`src/rtl/mega_alu_mul_seq_pkg.sv`:
```
// mega_alu_mul_seq_pkg
// Shared definitions for the iterative XMEGA multiplier.
// Contents:
//   ALU_MUL_MODE_* : operation codes on the 'mode' port of mega_alu_mul_seq.
//                    They sit next to the ALU instruction codes.
//   mulDecode_t    : per-operation control bits (operand signedness, fractional shift).
//   decodeMode()   : maps a mode code to mulDecode_t. Codes 6 and 7 decode as plain MUL.
package mega_alu_mul_seq_pkg;

  localparam logic [2:0] ALU_MUL_MODE_MUL    = 3'd0;
  localparam logic [2:0] ALU_MUL_MODE_MULS   = 3'd1;
  localparam logic [2:0] ALU_MUL_MODE_MULSU  = 3'd2;
  localparam logic [2:0] ALU_MUL_MODE_FMUL   = 3'd3;
  localparam logic [2:0] ALU_MUL_MODE_FMULS  = 3'd4;
  localparam logic [2:0] ALU_MUL_MODE_FMULSU = 3'd5;

  typedef struct packed {
    logic signA;
    logic signB;
    logic frac;
  } mulDecode_t;

  // Unknown codes fall through to the all-zero decode, which is unsigned integer MUL.
  function automatic mulDecode_t decodeMode(input logic [2:0] mode);
    mulDecode_t dec;
    dec = '0;
    case (mode)
      ALU_MUL_MODE_MULS: begin
        dec.signA = 1'b1;
        dec.signB = 1'b1;
      end
      ALU_MUL_MODE_MULSU: begin
        dec.signA = 1'b1;
      end
      ALU_MUL_MODE_FMUL: begin
        dec.frac = 1'b1;
      end
      ALU_MUL_MODE_FMULS: begin
        dec.signA = 1'b1;
        dec.signB = 1'b1;
        dec.frac  = 1'b1;
      end
      ALU_MUL_MODE_FMULSU: begin
        dec.signA = 1'b1;
        dec.frac  = 1'b1;
      end
      default: dec = '0;
    endcase
    return dec;
  endfunction

endpackage

```
`src/rtl/mega_alu_mul_step.sv`:
```
// mega_alu_mul_step
// Combinational partial-product adder for one RUN iteration of mega_alu_mul_seq.
// Each set bit j of bits_i adds (mcand_i << j) into the accumulator high part.
// The sum is then split at the BITS_PER_CYCLE boundary:
//   - the upper bits form the new accumulator high part;
//   - the low bits are the product bits retired this iteration.
// Ports:
//   mcand_i    [WIDTH-1:0]          multiplicand magnitude
//   bits_i     [BITS_PER_CYCLE-1:0] low multiplier bits for this iteration
//   accHi_i    [WIDTH-1:0]          current accumulator high part
//   accHi_o    [WIDTH-1:0]          accumulator high part after add and shift
//   shiftOut_o [BITS_PER_CYCLE-1:0] product bits shifted out this iteration
module mega_alu_mul_step
  import mega_alu_mul_seq_pkg::*;
#(
  parameter int WIDTH          = 8,
  parameter int BITS_PER_CYCLE = 1
) (
  input  logic [WIDTH-1:0]          mcand_i,
  input  logic [BITS_PER_CYCLE-1:0] bits_i,
  input  logic [WIDTH-1:0]          accHi_i,
  output logic [WIDTH-1:0]          accHi_o,
  output logic [BITS_PER_CYCLE-1:0] shiftOut_o
);

  // The high part stays below 2^WIDTH between iterations. Adding at most
  // (2^WIDTH-1)*(2^BITS_PER_CYCLE-1) keeps the sum below 2^(WIDTH+BITS_PER_CYCLE),
  // so this width never overflows.
  localparam int SW = WIDTH + BITS_PER_CYCLE;

  logic [SW-1:0] sum;

  // Add one shifted copy of the multiplicand for every set multiplier bit.
  always_comb begin
    sum = {{BITS_PER_CYCLE{1'b0}}, accHi_i};
    for (int j = 0; j < BITS_PER_CYCLE; j++) begin
      if (bits_i[j]) begin
        sum = sum + (SW'(mcand_i) << j);
      end
    end
  end

  assign accHi_o    = sum[SW-1:BITS_PER_CYCLE];
  assign shiftOut_o = sum[BITS_PER_CYCLE-1:0];

endmodule

```
`src/rtl/mega_alu_mul_seq.sv`:
```
// mega_alu_mul_seq
// Iterative multiplier for MUL, MULS, MULSU, FMUL, FMULS and FMULSU.
// It replaces the single-cycle array multiplier with a start/busy/done handshake.
// The core stalls while busy is high. When done pulses, it writes out to R1:R0
// and the flags to SREG.
// Parameters:
//   WIDTH          operand width (even, >= 4)
//   BITS_PER_CYCLE multiplier bits retired per iteration (1, 2 or 4, dividing WIDTH)
// Ports:
//   clk, rst   clock; synchronous active-high reset
//   start      request, accepted only while busy is low
//   mode       operation select (ALU_MUL_MODE_*), latched with start
//   in_1, in_2 multiplicand (Rd) and multiplier (Rr)
//   busy       operation in flight
//   done       one-cycle pulse when out/flag_c/flag_z are updated
//   out        2*WIDTH-bit product, held until the next FIX
//   flag_c     carry: product bit 2*WIDTH-1 before the fractional shift
//   flag_z     zero: out == 0
// Latency is WIDTH/BITS_PER_CYCLE + 1 cycles from the edge that accepts start.
module mega_alu_mul_seq
  import mega_alu_mul_seq_pkg::*;
#(
  parameter int WIDTH          = 8,
  parameter int BITS_PER_CYCLE = 1
) (
  input  logic                 clk,
  input  logic                 rst,
  input  logic                 start,
  input  logic [2:0]           mode,
  input  logic [WIDTH-1:0]     in_1,
  input  logic [WIDTH-1:0]     in_2,
  output logic                 busy,
  output logic                 done,
  output logic [2*WIDTH-1:0]   out,
  output logic                 flag_c,
  output logic                 flag_z
);

  localparam int N  = WIDTH / BITS_PER_CYCLE;
  localparam int CW = $clog2(N + 1);

  typedef enum logic [1:0] {
    IDLE = 2'd0,
    RUN  = 2'd1,
    FIX  = 2'd2
  } state_e;

  state_e                state_q, state_d;
  logic [WIDTH-1:0]      mcand_q, mcand_d;
  logic [WIDTH-1:0]      mplier_q, mplier_d;
  logic [WIDTH-1:0]      acc_q, acc_d;
  logic [CW-1:0]         cnt_q, cnt_d;
  logic                  neg_q, neg_d;
  logic                  frac_q, frac_d;
  logic [2*WIDTH-1:0]    out_q, out_d;
  logic                  flagC_q, flagC_d;
  logic                  flagZ_q, flagZ_d;
  logic                  done_q, done_d;

  mulDecode_t                dec;
  logic [WIDTH-1:0]          aMag;
  logic [WIDTH-1:0]          bMag;
  logic                      startNeg;
  logic [WIDTH-1:0]          stepAcc;
  logic [BITS_PER_CYCLE-1:0] stepBits;
  logic [WIDTH+BITS_PER_CYCLE-1:0] shiftPair;
  logic [2*WIDTH-1:0]        prodMag;
  logic [2*WIDTH-1:0]        prodSigned;
  logic [2*WIDTH-1:0]        fixOut;

  // Operand magnitudes. |-2^(WIDTH-1)| = 2^(WIDTH-1) and every unsigned value both
  // fit in WIDTH unsigned bits, so the wrap-around negation is exact. This gives
  // the same result as taking the magnitude at WIDTH+1 bits.
  assign dec      = decodeMode(mode);
  assign aMag     = (dec.signA && in_1[WIDTH-1]) ? -in_1 : in_1;
  assign bMag     = (dec.signB && in_2[WIDTH-1]) ? -in_2 : in_2;
  assign startNeg = (dec.signA & in_1[WIDTH-1]) ^ (dec.signB & in_2[WIDTH-1]);

  mega_alu_mul_step #(
    .WIDTH          (WIDTH),
    .BITS_PER_CYCLE (BITS_PER_CYCLE)
  ) u_step (
    .mcand_i    (mcand_q),
    .bits_i     (mplier_q[BITS_PER_CYCLE-1:0]),
    .accHi_i    (acc_q),
    .accHi_o    (stepAcc),
    .shiftOut_o (stepBits)
  );

  // The retired bits enter the top of the multiplier register, so {acc_q, mplier_q}
  // holds the full magnitude product once the last iteration completes.
  // Building the shift from a concatenation also covers BITS_PER_CYCLE == WIDTH.
  assign shiftPair  = {stepBits, mplier_q};
  assign prodMag    = {acc_q, mplier_q};
  assign prodSigned = neg_q ? -prodMag : prodMag;
  assign fixOut     = frac_q ? {prodSigned[2*WIDTH-2:0], 1'b0} : prodSigned;

  // Next-state and datapath control for IDLE -> RUN (N iterations) -> FIX -> IDLE.
  // done defaults low, so it is a single-cycle pulse after FIX.
  always_comb begin
    state_d  = state_q;
    mcand_d  = mcand_q;
    mplier_d = mplier_q;
    acc_d    = acc_q;
    cnt_d    = cnt_q;
    neg_d    = neg_q;
    frac_d   = frac_q;
    out_d    = out_q;
    flagC_d  = flagC_q;
    flagZ_d  = flagZ_q;
    done_d   = 1'b0;

    case (state_q)
      IDLE: begin
        if (start) begin
          mcand_d  = aMag;
          mplier_d = bMag;
          neg_d    = startNeg;
          frac_d   = dec.frac;
          acc_d    = '0;
          cnt_d    = CW'(N);
          state_d  = RUN;
        end
      end
      RUN: begin
        acc_d    = stepAcc;
        mplier_d = shiftPair[WIDTH+BITS_PER_CYCLE-1:BITS_PER_CYCLE];
        cnt_d    = cnt_q - CW'(1);
        if (cnt_q == CW'(1)) begin
          state_d = FIX;
        end
      end
      FIX: begin
        out_d   = fixOut;
        flagC_d = prodSigned[2*WIDTH-1];
        flagZ_d = (fixOut == '0);
        done_d  = 1'b1;
        state_d = IDLE;
      end
      default: state_d = IDLE;
    endcase
  end

  // State and datapath registers. Reset clears everything, including the
  // visible result, so an aborted operation never produces a done pulse.
  always_ff @(posedge clk) begin
    if (rst) begin
      state_q  <= IDLE;
      mcand_q  <= '0;
      mplier_q <= '0;
      acc_q    <= '0;
      cnt_q    <= '0;
      neg_q    <= 1'b0;
      frac_q   <= 1'b0;
      out_q    <= '0;
      flagC_q  <= 1'b0;
      flagZ_q  <= 1'b0;
      done_q   <= 1'b0;
    end else begin
      state_q  <= state_d;
      mcand_q  <= mcand_d;
      mplier_q <= mplier_d;
      acc_q    <= acc_d;
      cnt_q    <= cnt_d;
      neg_q    <= neg_d;
      frac_q   <= frac_d;
      out_q    <= out_d;
      flagC_q  <= flagC_d;
      flagZ_q  <= flagZ_d;
      done_q   <= done_d;
    end
  end

  assign busy   = (state_q != IDLE);
  assign done   = done_q;
  assign out    = out_q;
  assign flag_c = flagC_q;
  assign flag_z = flagZ_q;

endmodule

```
`config.mk`:
```
export PLATFORM = sky130hd
export DESIGN_NAME = mega_alu_mul_seq
export DESIGN_NICKNAME = d
export VERILOG_FILES = /design/src/rtl/mega_alu_mul_seq_pkg.sv /design/src/rtl/mega_alu_mul_step.sv /design/src/rtl/mega_alu_mul_seq.sv
export SDC_FILE = /design/constraint.sdc
export NUM_CORES = 1
export LEC_CHECK = 0
export BUFFER_PORTS_ARGS = -buffer_cell sky130_fd_sc_hd__clkbuf_2
export CORE_ASPECT_RATIO = 1.1
export CORE_UTILIZATION = 58
export DETAILED_ROUTE_END_ITERATION = 10
export PLACE_DENSITY_LB_ADDON = 0.05
export SYNTH_ARGS = -nofsm -noshare
export SYNTH_HDL_FRONTEND = slang
export SYNTH_HIERARCHICAL = 1
export SYNTH_SLANG_ARGS = --single-unit
```
`constraint.sdc`:
```
create_clock -name clk -period 3.3 [get_ports clk]
set_input_delay 0.33 -clock clk [delete_from_list [all_inputs] [get_ports clk]]
set_output_delay 0.33 -clock clk [all_outputs]
set_load 0.02 [all_outputs]
```
**Yosys cells after proc, flatten, opt, wreduce, memory -nomap -nowiden**

Cells that the tools add are included.

- Add/subtract/negate cells: 5
- Equality and inequality tests: 10
- Mux-type cells: 18
- Bitwise logic cells: 3
- Reductions and logical operators: 12

Operator list:

| cell | count |
|---|---|
| 16-bit two-way mux | 2 |
| 8-bit two-way mux | 4 |
| 8-bit one-hot mux with 2 select lines | 2 |
| 16-bit zero test | 1 |
| 16-bit negator | 1 |
| 8-bit negator | 2 |
| 8-bit by 8-bit adder with 9-bit output | 1 |
| 9-bit two-way mux | 1 |
| 4-bit one-hot mux with 2 select lines | 1 |
| 3-bit by 2-bit equality test with 1-bit output (second input constant) | 2 |
| 3-bit equality test (second input constant) | 2 |
| 2-bit AND reduction | 3 |
| 4-bit by 1-bit equality test with 1-bit output (second input constant) | 1 |
| 1-bit two-way mux | 4 |
| 2-bit two-way mux | 2 |
| 4-bit two-way mux | 1 |
| 2-bit != test (second input constant) | 2 |
| 2-bit one-hot mux with 2 select lines | 1 |
| 2-bit nonzero test | 2 |
| 4-bit OR reduction | 1 |
| 4-bit by 1-bit subtractor with 4-bit output (second input constant) | 1 |
| 3-bit by 1-bit equality test with 1-bit output (second input constant) | 1 |
| 3-bit OR reduction | 1 |
| 1-bit bitwise AND | 2 |
| other kinds (6) | 7 |

- Bits in registers: 51
- Input port bits: 22
- Output and inout port bits: 20
- Logic and storage cells: 59

**Longest topological paths before layout**

Gate-level depths: netlist (run 1).

- Word-level depth: 7
- Gate-level depth with buffers: 9
- Gate-level depth less buffers: 9

**Hierarchy**

Netlist (run 1), hierarchy kept.

Modules (own cells, without submodules):

| module | instances | cells an instance | area an instance (um^2) | sequential area each (um^2) |
|---|---|---|---|---|
| mega_alu_mul_seq | 1 | 341 | 2,742.6 | 1,021.0 |
| mega_alu_mul_step | 1 | 65 | 483.0 | 0.0 |

**Least setup slack after synthesis (run 1)**

OpenSTA, ideal clock, no wires.

- Path kind: flip-flop to flip-flop
- From: reg mplier_q[0]
- To: reg out_q[15] (netlist: out[15])
- Setup time: 0.117 ns
- Data arrival time: 2.238 ns
- Required time: 3.183 ns
- Slack: 0.945 ns
- Cell stages (with the launch flop): 9
- Path buffers: 0
- Clock period less this slack: 2.355 ns
- Cells stage by stage: dfxtp_1 -> inv_1 -> ha_1 -> or3b_2 -> or4_4 -> o31ai_2 -> xnor2_1 -> or2_0 -> a32o_1

- Word-level cells in the longest chain between the ends: 3

RTL lines:

| item | line | text |
|---|---|---|
| start: declaration | mega_alu_mul_seq.sv:50 | `logic [WIDTH-1:0] mplier_q, mplier_d;` |
| start signal: assignment | mega_alu_mul_seq.sv:162 | `mplier_q <= mplier_d;` |
| 16-bit negator | mega_alu_mul_seq.sv:95 | `assign prodSigned = neg_q ? -prodMag : prodMag;` |
| 16-bit two-way mux | mega_alu_mul_seq.sv:95 |  |
| 16-bit two-way mux | mega_alu_mul_seq.sv:96 | `assign fixOut = frac_q ? {prodSigned[2*WIDTH-2:0], 1'b0} : prodSigned;` |
| end signal: assignment | mega_alu_mul_seq.sv:167 | `out_q <= out_d;` |
| end: declaration | mega_alu_mul_seq.sv:55 | `logic [2*WIDTH-1:0] out_q, out_d;` |

No other way between the ends.
A chain may end at the register's enable or synchronous reset.

**Final worst setup path (run 1)**

- From: reg mplier_q[0]
- To: reg flagZ_q (netlist: flag_z)

- Word-level cells in the longest chain between the ends: 4

RTL lines:

| item | line | text |
|---|---|---|
| 16-bit negator | mega_alu_mul_seq.sv:95 |  |
| 16-bit two-way mux (*) | mega_alu_mul_seq.sv:95 |  |
| 16-bit two-way mux (*) | mega_alu_mul_seq.sv:96 |  |
| 16-bit zero test (*) | mega_alu_mul_seq.sv:136 | `flagZ_d = (fixOut == '0);` |
| end signal: assignment | mega_alu_mul_seq.sv:169 | `flagZ_q <= flagZ_d;` |
| end: declaration | mega_alu_mul_seq.sv:57 | `logic flagZ_q, flagZ_d;` |

Every way passes the cells marked *; elsewhere a longest branch is shown, timed or not.

==> flow_summary.toml, run 1 <==
[logic_synthesis]
async_reset_ff_frac = 0
syn_area_per_cell_um2 = 7.94
yosysSeqAreaShare = 0.317
syn-cell-area_mm2 = 0.00323
synth_edf_count = 0
yosys_register_bits = 51
synthesis.nets = 442
synth_ff_type = "dfxtp_1"
yosys_warnings = 6
syn-instance-count = 406
ys_types = 60

[floorplanning]
die_area_mm2 = 0.00586
ios = 42
initial_core_util = 0.602
rows = 28
core_area_mm2 = 0.00536
die_x_um = 73.1
die_h_um = 80.2

[power]
p_sw_frac = 0.318
p_int_w = 0.000923
power.leakage_nw = 1.44
finalPower_w = 0.00135
p_per_area_mw_per_mm2 = 379
p_sw_w = 0.000431
comb_power_share = 0.243
power_frac_seq = 0.497
peakVddDrop_mv = 0.199
clkPwrFrac = 0.260

[clock_network]
cts_tree = "built"
cts_made_buffers = 5
ctsLongestPathBuffers = 2
cts-resized-gates = 0
post-cts-setup-buffer-count = 0
clk_pin_slew_ns = 0.09
clock_sinks = 51
holdBufCountCts = 0
cts_root_buffer = "clkbuf_8"
htreeDepth = 2
clkLatencyLatePin_ns = 0.31

[setup_path]
regToRegStartpoint = "mplier_q[0]$_SDFFE_PP0P_"
critPathCaptureType = "flip-flop"
crit_type = "reg2reg"
critical_path.top_delay_family = "simple AND/OR/NAND/NOR gates"
cp_max_fo = 24
critPathArrivalTime_ns = 2.76
crit_required_ns = 3.55
slowest_stage = "or4_1"
r2r_slack_ns = 0.79
startpoint_type = "flip-flop"
cp-startpoint = "mplier_q[0]$_SDFFE_PP0P_"
max_stage_delay_ns = 0.54
path_buf_inv = 1
path_cells = "buf_4, or4_1, or2_1, o31ai_4, xor2_2, nand2_1, a221o_1, o21ai_2"

[grt]
grt.total_usage = 0.255
use_met3 = 0.0402
antenna_found_initial = 0
top_usage_layer = "met2"
grtUsageMet2 = 0.411
met1_usage = 0.336
gr-total-overflow = 0
grt_max_degree = 44
grt_pass1_wl_um = 11700
grt_pass1_vias = 2632

[sta]
final.min_clock_period_ns = 2.51
finalHoldViolations = 0
rsz0062_at_grt = "false"
worst_pin_slew_ns = 0.983
setup-violations-final = 0
skew_ns = 0.00973
fmax_ghz = 0.399
max_slew_margin = 0.343
setup_slack_ns = 0.793
final.setup.tns_ns = 0
drv_slew = 0
finalCritPeriodShare = 0.760

[layout]
final_core_util = 0.666
fin_area_mm2 = 0.00357
nets = 475
final_cell_mix = "dfxtp_1, nand2_1, nor2_1"
fillCellCount = 497
drive_above_1_share = 0.157
area_growth_pct = 10.6
antenna_cells = 0
mostFrequentLayoutCell = "dfxtp_1"

[placement]
io_buffers = 41
globalplace.congestion = 0.837
post-place-ws_ns = 0.834
dp_hpwl_um = 5130
place_area_mm2 = 0.00348

[detailed_routing]
wirelength_um = 6760
via_per_inst = 5.74
drt_iter0_markers = 200
antenna_left = 0
avgRoutedWirePerCell_um = 13.1
vias = 2958
drc = 0
dr.pass1.iters = 4

[flow_run]
drv_cap = 0

[hold_path]
hold_start = "rst"
min_path_type = "in2reg"

[outcome]
status = "completed"
==> layer usage <==
metal | share of wire | routed length, µm
met3 | 0.049 | 330
met4 | 0.023 | 153
met5 | 0 | 0
met1 | 0.46 | 3140
met2 | 0.46 | 3130
==> state kept, by name, summed over array words and instances, names as in the netlist <==
name and count:
mcand_q 8, acc_q 8, state_q 2, done 1, flag_c 1, mplier_q 8
cnt_q 4, flag_z 1, frac_q 1, neg_q 1, out 16
==> power by group through the flow <==
stage	Combinational (W)	Sequential, W	Clock [W]
after detailed placement	0.000328	0.000687	0
final	0.000329	0.000673	0.000352
after global routing	0.000374	0.000678	0.000390
after CTS	0.000328	0.000673	0.000360
after global placement	0.000321	0.000686	0
after floorplan	0.000260	0.000680	0
==> area by class of cell <==
| type | count | area, µm² | share of cell area |
|---|---|---|---|
| tap | 75 | 93.8 | 0.0263 |
| timing repair buffer | 48 | 258 | 0.0722 |
| clock inverter | 2 | 12.5 | 0.00351 |
| multi-input combinational | 314 | 2040 | 0.572 |
| inverter | 19 | 71.3 | 0.0200 |
| sequential | 51 | 1020 | 0.286 |
| clock buffer | 6 | 72.6 | 0.0203 |
==> worst reg2reg max path, delay by kind of cell, from the launching register on <==
kind / cells / cell delay (ns)
flops: 1 / 0.35
buf+inv: 1 / 0.22
xor+xnor: 1 / 0.21
compound gates: 3 / 0.73
simple gates: 3 / 0.94
==> Yosys cell counts (5+ instances only) <==
master | count | share of area
ha_1 | 13 | 0.050
a31oi_1 | 5 | 0.0097
nand2_1 | 45 | 0.052
mux2i_1 | 9 | 0.028
a21oi_1 | 31 | 0.048
nor3_1 | 13 | 0.020
xnor2_1 | 12 | 0.033
a22o_1 | 8 | 0.022
inv_1 | 18 | 0.021
clkbuf_1 | 14 | 0.016
o211ai_1 | 7 | 0.016
o31ai_1 | 9 | 0.021
nand3b_1 | 5 | 0.012
nand3_1 | 7 | 0.011
nor2_1 | 43 | 0.050
dfxtp_1 | 51 | 0.32
xor2_1 | 13 | 0.035
or3_1 | 7 | 0.014
a22oi_1 | 6 | 0.014
o21ai_0 | 13 | 0.020
nand2b_1 | 6 | 0.012
a211oi_1 | 11 | 0.026
==> cell families (layout without fill, tap and decap cells) <==
kind of cell / count (synthesis) / in the layout / share of synthesized area
AO/OA/AOI/OAI: 111 / 111 / 0.238
XOR/XNOR: 26 / 26 / 0.0729
adder cells (fa/ha/maj): 14 / 14 / 0.0566
buffers and inverters: 41 / 75 / 0.0512
flip-flops: 51 / 51 / 0.317
multiplexers: 12 / 12 / 0.0384
AND/OR/NAND/NOR: 151 / 151 / 0.227
==> path summary, 6_finish.rpt <==
path	depth (start not counted)	end
worst max-delay path	8	flag_z$_SDFFE_PP0P_
worst min-delay path	2	done$_SDFF_PP0_
worst max register to register	8	flag_z$_SDFFE_PP0P_
worst min register to register	2	out[8]$_SDFFE_PP0P_
==> metrics by stage <==
step	cells	hold WS [ns]
floorplan	406	0.441
global placement	507	0.438
detailed placement	507	0.444
CTS	515	0.231
global route	515	0.241
finish	515	0.238
(Power assumes the default switching activity.)
==> run 2: changes to the inputs <==
- ABC_AREA: not set -> 1
- clock period: 3.3 -> 2.6 ns (I/O delays scaled with it)
==> flow_summary.toml, run 2 <==
[layout]
fin_area_mm2 = 0.00367
largest_register_ffs = 16
area_growth_pct = 10.1
final_core_util = 0.671
drive_above_1_share = 0.132
mostFrequentLayoutCell = "nand2_1"
final_cell_mix = "nand2_1, inv_1, nand3_1"
nets = 589
antenna_cells = 0
fillCellCount = 516

[clock_network]
clk_pin_slew_ns = 0.10
clock_sinks = 51
cts_root_buffer = "clkbuf_8"
post-cts-setup-buffer-count = 0
htreeDepth = 2
cts-resized-gates = 0
cts_tree = "built"
cts_made_buffers = 5
clkLatencyLatePin_ns = 0.31
ctsLongestPathBuffers = 2
holdBufCountCts = 0

[logic_synthesis]
synth_edf_count = 0
syn-cell-area_mm2 = 0.00333
yosys_warnings = 6
synth_most_common_cell = "nand2_1"
synth_top_family_by_area = "simple AND/OR/NAND/NOR gates"
yosys.area_share.adder = 0.0548
syn_area_per_cell_um2 = 6.45
synthesis.nets = 552
muxShareOfSynthArea = 0
synth_xor_area_frac = 0.0263
async_reset_ff_frac = 0
synth_compound_area_frac = 0.168
yosys_register_bits = 51
synth_top_cell_area_share = 0.307
ys_types = 40
syn-instance-count = 516
synth_top_cell_by_area = "dfxtp_1"
synth_ff_type = "dfxtp_1"
yosysSeqAreaShare = 0.307
synthSimpleGateAreaFrac = 0.345
synthTopCellsByArea = "dfxtp_1, nand2_1, nand3_1"
yosys-top-cells-count = "nand2_1, inv_1, nand3_1"

[setup_path]
critPathCaptureType = "flip-flop"
cp_max_fo = 8
cp-startpoint = "acc_q[0]$_SDFFE_PP0P_"
startpoint_type = "flip-flop"
timing.rr.end = "acc_q[5]$_SDFFE_PP0P_"
crit_type = "reg2reg"
critPathArrivalTime_ns = 2.19
regToRegStartpoint = "acc_q[0]$_SDFFE_PP0P_"
r2r_slack_ns = 0.60
reg2reg_depth = 13
crit_required_ns = 2.79

[hold_path]
holdPathEnd = "mcand_q[7]$_SDFFE_PP0P_"
min_path_cells = 3
hold_start = "in_1[7]"
min_path_type = "in2reg"

[sta]
final.min_clock_period_ns = 2.00
finalCritPeriodShare = 0.768
fmax_ghz = 0.501
rsz0062_at_grt = "false"
drv_slew = 0
finalHoldViolations = 0
worst_pin_slew_ns = 0.591
setup-violations-final = 0
max_slew_margin = 0.604
skew_ns = 0.00557
final.setup.tns_ns = 0

[floorplanning]
core_area_mm2 = 0.00547
rows = 28
die_area_mm2 = 0.00605
ios = 42
die_x_um = 74.3
initial_core_util = 0.609
die_h_um = 81.5

[power]
power.leakage_nw = 1.82
peakVddDrop_mv = 0.462
comb_power_share = 0.298
p_sw_frac = 0.365
finalPower_w = 0.00193
clkPwrFrac = 0.243
p_int_w = 0.00122
p_sw_w = 0.000704
power_frac_seq = 0.459
p_per_area_mw_per_mm2 = 525

[grt]
grt_pass1_wl_um = 13200
antenna_found_initial = 0
use_met3 = 0.0479
grt_max_degree = 31
top_usage_layer = "met2"
grtUsageMet2 = 0.524
gr-total-overflow = 0
met1_usage = 0.322
grt_pass1_vias = 3125
grt.total_usage = 0.279

[flow_run]
drv_cap = 0

[placement]
globalplace.congestion = 0.896
dp_hpwl_um = 5840
io_buffers = 41
place_area_mm2 = 0.00358

[detailed_routing]
dr.pass1.iters = 4
vias = 3400
antenna_left = 0
wirelength_um = 7700
avgRoutedWirePerCell_um = 12.2
via_per_inst = 5.41
drt_iter0_markers = 165
drc = 0

[outcome]
status = "completed"
[run 2: kinds of logic after synthesis]
logic type,count (synthesis)
XOR/XNOR,10
adder cells (fa/ha/maj),14
AO/OA/AOI/OAI,96
AND/OR/NAND/NOR,265
buffers and inverters,80
flip-flops,51
[run 2: cell type report]
cell class | instances | area (µm²) | area share
multi-input combinational | 385 | 1980 | 0.539
clock buffer | 5 | 68.8 | 0.0188
tap | 75 | 93.8 | 0.0256
sequential | 51 | 1020 | 0.278
inverter | 63 | 236 | 0.0645
clock inverter | 3 | 20.0 | 0.00546
timing repair buffer | 47 | 250 | 0.0682
[run 2: worst max-delay path by stage]
stage                                 end
floorplan           acc_q[5]$_SDFFE_PP0P_
global placement    acc_q[5]$_SDFFE_PP0P_
detailed placement  acc_q[5]$_SDFFE_PP0P_
CTS                 acc_q[5]$_SDFFE_PP0P_
global route          flag_z$_SDFFE_PP0P_
finish              acc_q[5]$_SDFFE_PP0P_
[run 2: metrics by stage]
stage | hold WS, ns | setup slack [ns] | cells
floorplan | 0.344 | 0.809 | 516
global placement | 0.458 | 0.699 | 621
detailed placement | 0.462 | 0.631 | 621
CTS | 0.194 | 0.614 | 629
global route | 0.195 | 0.403 | 629
finish | 0.207 | 0.604 | 629
[run 2: routing by layer]
layer | vias to the layer above | wire length (µm)
met1 | 1533 | 3420
li1 | 1783 | -
met2 | 74 | 3830
met4 | 0 | 102
met5 | - | 0
met3 | 10 | 346
[run 2: worst max-delay path: stages, from the launching register on]
cell      delay [ns]
dfxtp_1         0.46
ha_1            0.21
inv_1           0.05
fa_1            0.37
inv_1           0.09
nand2_1         0.06
nand2_1         0.08
nand3b_1        0.10
nand2_1         0.07
nand2_1         0.06
nand3_1         0.07
nand2_1         0.05
a22oi_1         0.16
nor2_1          0.05
[run 2: power groups by stage]
stage	Clock, W	Combinational [W]	Sequential, W
after floorplan	0	0.000447	0.000888
after detailed placement	0	0.000569	0.000900
final	0.000468	0.000574	0.000884
after global placement	0	0.000556	0.000899
after global routing	0.000499	0.000656	0.000891
after CTS	0.000468	0.000572	0.000882
